## src/rtl/multi_mode_ff_reg.sv

```systemverilog
// WIDTH-bit bank of run-time-selectable SR/JK/D/T flip-flops with sticky SR error capture.
// Define MMFF_TOGGLE_CNT_EN to add the saturating toggle counter (toggle_cnt, clr_cnt).
module multi_mode_ff_reg #(
    parameter int unsigned      WIDTH         = 8,
    parameter logic [WIDTH-1:0] RESET_VAL     = '0,
    parameter int unsigned      SR_INV_POLICY = 0,
    parameter int unsigned      CNT_W         = 8
) (
    input  logic             clk,
    input  logic             rst,
    input  logic             en,
    input  logic [1:0]       mode,
    input  logic [WIDTH-1:0] a,
    input  logic [WIDTH-1:0] b,
    input  logic             clr_err,
    output logic [WIDTH-1:0] q,
    output logic [WIDTH-1:0] qn,
    output logic [WIDTH-1:0] err_mask,
    output logic             sr_err
`ifdef MMFF_TOGGLE_CNT_EN
    ,
    output logic [CNT_W-1:0] toggle_cnt,
    input  logic             clr_cnt
`endif
);

    typedef enum logic [1:0] {
        MODE_SR = 2'b00,
        MODE_JK = 2'b01,
        MODE_D  = 2'b10,
        MODE_T  = 2'b11
    } mode_e;

    mode_e            mode_sel;
    logic [WIDTH-1:0] q_next;
    logic [WIDTH-1:0] err_set;
    logic [WIDTH-1:0] sr_both;
    logic [WIDTH-1:0] sr_inv;

    assign mode_sel = mode_e'(mode);

    // Vector form of the per-bit tables; S=R=1 bits are patched in via sr_inv.
    always_comb begin
        sr_both = a & b;
        case (SR_INV_POLICY)
            1:       sr_inv = '1;
            2:       sr_inv = '0;
            default: sr_inv = q;
        endcase
        q_next  = q;
        err_set = '0;
        if (en) begin
            unique case (mode_sel)
                MODE_SR: begin
                    q_next  = (((q | a) & ~b) & ~sr_both) | (sr_inv & sr_both);
                    err_set = sr_both;
                end
                MODE_JK: q_next = (a & ~q) | (~b & q);
                MODE_D:  q_next = a;
                MODE_T:  q_next = q ^ a;
            endcase
        end
    end

    always_ff @(posedge clk or posedge rst) begin
        if (rst) begin
            q <= RESET_VAL;
        end else begin
            q <= q_next;
        end
    end

    // A fresh S=R=1 on the clearing edge survives the clear.
    always_ff @(posedge clk or posedge rst) begin
        if (rst) begin
            err_mask <= '0;
        end else if (clr_err) begin
            err_mask <= err_set;
        end else begin
            err_mask <= err_mask | err_set;
        end
    end

    assign qn     = ~q;
    assign sr_err = |err_mask;

`ifdef MMFF_TOGGLE_CNT_EN
    localparam int unsigned PC_W  = $clog2(WIDTH + 1);
    localparam int unsigned SUM_W = ((CNT_W > PC_W) ? CNT_W : PC_W) + 1;

    logic [WIDTH-1:0] flips;
    logic [SUM_W-1:0] flip_cnt;
    logic [SUM_W-1:0] cnt_sum;

    always_comb begin
        flips    = q_next ^ q;
        flip_cnt = '0;
        for (int unsigned i = 0; i < WIDTH; i++) begin
            flip_cnt = flip_cnt + SUM_W'(flips[i]);
        end
        cnt_sum = SUM_W'(toggle_cnt) + flip_cnt;
    end

    // Any carry above CNT_W bits means the counter would wrap; pin it at all-ones.
    always_ff @(posedge clk or posedge rst) begin
        if (rst) begin
            toggle_cnt <= '0;
        end else if (clr_cnt) begin
            toggle_cnt <= '0;
        end else if (en) begin
            toggle_cnt <= (|cnt_sum[SUM_W-1:CNT_W]) ? '1 : cnt_sum[CNT_W-1:0];
        end
    end
`endif

endmodule

```

## config.mk

```make
export PLATFORM = sky130hd
export DESIGN_NAME = multi_mode_ff_reg
export DESIGN_NICKNAME = d
export VERILOG_FILES = /design/src/rtl/multi_mode_ff_reg.sv
export SDC_FILE = /design/constraint.sdc
export NUM_CORES = 1
export LEC_CHECK = 0
export CORE_MARGIN = 2
export CORE_UTILIZATION = 30
export CTS_CLUSTER_SIZE = 24
export DETAILED_ROUTE_END_ITERATION = 10
export GPL_TIMING_DRIVEN = 0
export HOLD_SLACK_MARGIN = 0.15
export RECOVER_POWER = 50
export SETUP_SLACK_MARGIN = 0.2
export SYNTH_ARGS = -nofsm -noshare
export SYNTH_HDL_FRONTEND = slang
export SYNTH_SLANG_ARGS = --single-unit
```

## constraint.sdc

```tcl
create_clock -name clk -period 1.6 [get_ports clk]
set_input_delay 0.32 -clock clk [delete_from_list [all_inputs] [get_ports clk]]
set_output_delay 0.32 -clock clk [all_outputs]
set_load 0.05 [all_outputs]
```

# Word-level counts from Yosys, hierarchy flattened
# Index checks and enable logic that the tools add are counted.
# totals
output_inout_bits	25
reg_bits	16
# classes
n_reduce_logical	2
eq_ne	3
bitwise	14
muxes	4
# ops
operator	count
8-bit bitwise AND	6
8-bit OR	4
8-bit case mux with 4 select lines	1
8-bit two-way mux	3
8-bit NOT	3
8-bit OR reduction	1
8-bit bitwise XOR	1
2-bit equality test (second input constant)	2
2-bit by 1-bit equality test with 1-bit output (second input constant)	1
2-bit logical NOT	1

# Logic depth before layout (Yosys ltp)
# logic_depth
ltp_word	5
depth_mapped	5

# Worst setup path after synthesis
# Ideal clock, no wire load.
# synth_path
kind	register to register
start	register (tool-made name)
end	register (tool-made name)
slack_ns	-0.557
period_less_slack_ns	2.157
n_path_buf	0
setup_time_ns	0.087
arrival_ns	2.070
stages_incl_launch_ff	6
t_required_ns	1.513
path_cell_list	dfrtp_1 inv_1 ha_1 or2_0 mux4_2 o221ai_2

==> results.cfg <==
[critical_path]
path_delay_family = multiplexers
arrival_ps = 1760
cp-start-kind = flop
crit_slowest_cell = mux4_2
rrSetupSlack_ps = 10
cp_max_fo = 4
slowest_delay_ps = 480
r2r_cells = 5
critical_path_buf_inv_count = 1
crit_chain = clkinvlp_4 -> ha_4 -> or2_0 -> mux4_2 -> o221ai_2
cp.required_ps = 1770
crit_type = flop to flop
critical_path.endpoint_type = flop

[sta]
rsz0062_at_grt = yes
min_period_ps = 1589
drv_slew = 0
slew_headroom_pct = 54.25
fin_crit_sh_pct = 99.28
setup_viol = 0
worst_slew_pin_slew_ps = 685.5
hold_viol_final = 0
fin_worst_skew_ps = 0
fmax_mhz = 629.5

[synthesis]
netlist_top_cells_area = dfrtp_1 30%, inv_1 8.4%, ha_1 7.5%, mux4_2 6.7%, o221ai_2 4.5%
synth_area_sq_um = 1335
synth_ff_type = dfrtp_1
async_flop_share_pct = 100.0
netlist_instances = 148
synth_edf_count = 0
synth_nets = 178
ys_seq_area_share_pct = 29.99
synth-seq-cells = 16
synth_top_area_share_pct = 29.99
synth_commonest_cells = 30 x inv_1, 16 x dfrtp_1, 12 x nand2_1, 8 x ha_1, 8 x o22ai_1
synth_most_common_cell = inv_1
synth_cell_types = 33
synth_warnings = 0
syn_avg_cell_area_sq_um = 9.020
yosysTopAreaCell = dfrtp_1

[worst_hold_path]
min_from = a[2]
hold_depth = 3
whs_endpoint = err_mask[2]
holdCritPathClass = input port to flop

[clocking]
clock_path_buffers = 2
cts_hold_buf = 0
path_clk_slew_ps = 70
h-tree-depth = 1
cts_tree = done
clk_root_buffer_cell = clkbuf_8
clk_latency_ps = 250
numClockSinks = 16
cts_made_buffers = 3

[detailed_routing]
vias = 1352
routed_via_density = 5.160
drt_pass1_iterations = 4
drtAntennaViolNets = 0
drtIter0Drc = 45
wl_um = 4122
avgRoutedWirePerCell_um = 15.73
drc = 0

[die]
dieWidth_um = 70.71
core_sq_um = 4324
rows = 24
ios = 47
die_h_um = 70.71
dieArea_sq_um = 5000
start_util_pct = 30.87

[finish]
layout.nets = 241
diodes = 0
area_growth_syn_to_layout_pct = 63.17
drive_above_1_share_pct = 49.52
finish.instance_area_sq_um = 2178

[power_and_ir_drop]
max-vdd-ir-drop_mv = 0.4486
power_frac_seq_pct = 26.3
totalPowerFinal_mw = 1.987
p_per_area_nw_per_um2 = 912.0
cellInternalPower_mw = 1.125
p_leak_nw = 0.9240
switching_share_pct = 43.35
pwr-share-comb_pct = 54.7
clock_power_share_pct = 19.0
switchingPower_mw = 0.8613

[job]
cap_violations = 0

[global_routing]
antenna_found_initial = 0
use_met2_pct = 27.31
use_met1_pct = 22.24
overflow = 0
grt_usage_pct = 16.14
grt_pass1_wl_um = 6534
grt_max_degree = 17
grt_util_met3_pct = 1.282
grt_pass1_vias = 1356
top_usage_layer = met2

[placement]
post_dp_cell_area_sq_um = 1957
dpl.hpwl_um = 2919
gp_congestion = 0.7951
port_buffers = 44

[outcome]
status = finished, final reports clean
kinds of logic (layout without fill, tap and decap cells):
family	after synthesis	in the layout	synth area share, %
and+or+nand+nor	41	41	18.65
AOI/OAI and AO/OA	40	40	24.84
buffers and inverters	39	101	12.28
DFF	16	16	29.99
adders and majority gates	8	8	7.498
muxes	4	4	6.748
cell type report:
cell class | instances | area, sq um
buffer | 8 | 57.56
tap | 52 | 65.06
fill | 411 | 2146
multi-input combinational | 93 | 913.4
clock buffer | 4 | 55.05
inverter | 31 | 147.6
timing repair buffer | 58 | 521.8
sequential | 16 | 417.9
per-stage QoR:
step | std cells | utilization, % | worst slack (ps) | TNS, ps | hold slack, ps
floorplan | 148 | - | -420.3 | -2003 | 232.8
global placement | 244 | 45.25 | -357.2 | -4656 | 562.1
detailed placement | 244 | 45.25 | -427.8 | -5310 | 563.6
CTS | 259 | 48.41 | 19.96 | 0 | 474.9
global route | 262 | 50.38 | -49.18 | -60.73 | 460.6
finish | 262 | 50.38 | 11.49 | 0 | 437.8
timing repair:
action,in CTS,in global routing
gates resized for setup,115,40
setup buffers,10,3
gates cloned,1,0
setup endpoints to repair,41,21
endpoints found under the hold margin,0,0
pin swaps,3,2
power by group through the flow:
| stage | clock [mW] | sequential [mW] | combinational, mW |
|---|---|---|---|
| finish | 0.377 | 0.523 | 1.09 |
| global route | 0.408 | 0.530 | 1.16 |
| CTS | 0.389 | 0.520 | 1.00 |
| detailed placement | 0 | 0.532 | 0.963 |
| global placement | 0 | 0.532 | 0.933 |
| floorplan | 0 | 0.693 | 0.476 |
worst register-to-register path, delay by kind of cell (launching register included):
family	cells	cell delay, ps
mux	1	480
fa+ha+maj	1	160
simple gates	1	190
flops	1	410
buf+inv	1	130
compound gates	1	130
cells in the final DEF (no fill, tap or decap), drive strengths merged, types with 4 or more instances in the layout:
cell type,count
clkdlybuf4s50,8
dfrtp,16
mux4,4
nand2,12
o21ai,7
inv,22
nand2b,7
clkdlybuf4s15,9
buf,31
o22ai,8
o221ai,5
dlygate4sd2,9
and3b,5
o211ai,6
ha,8
or2,5
clkinvlp,8
clkbuf,10
worst max path at each step:
stage / slack (ps) / to / cells past startpoint
after floorplan: -420 / flop / 5
after global placement: -360 / flop / 6
after global routing: -50 / flop / 5
after detailed placement: -430 / flop / 6
final: 10 / flop / 5
after CTS: 20 / sr_err / 3
layer usage:
metal,vias up,wire (um)
li1,652,-
met1,662,1826
met2,31,2139
met3,7,106
met4,0,49
met5,-,0
Power figures use the tool's default switching activity.
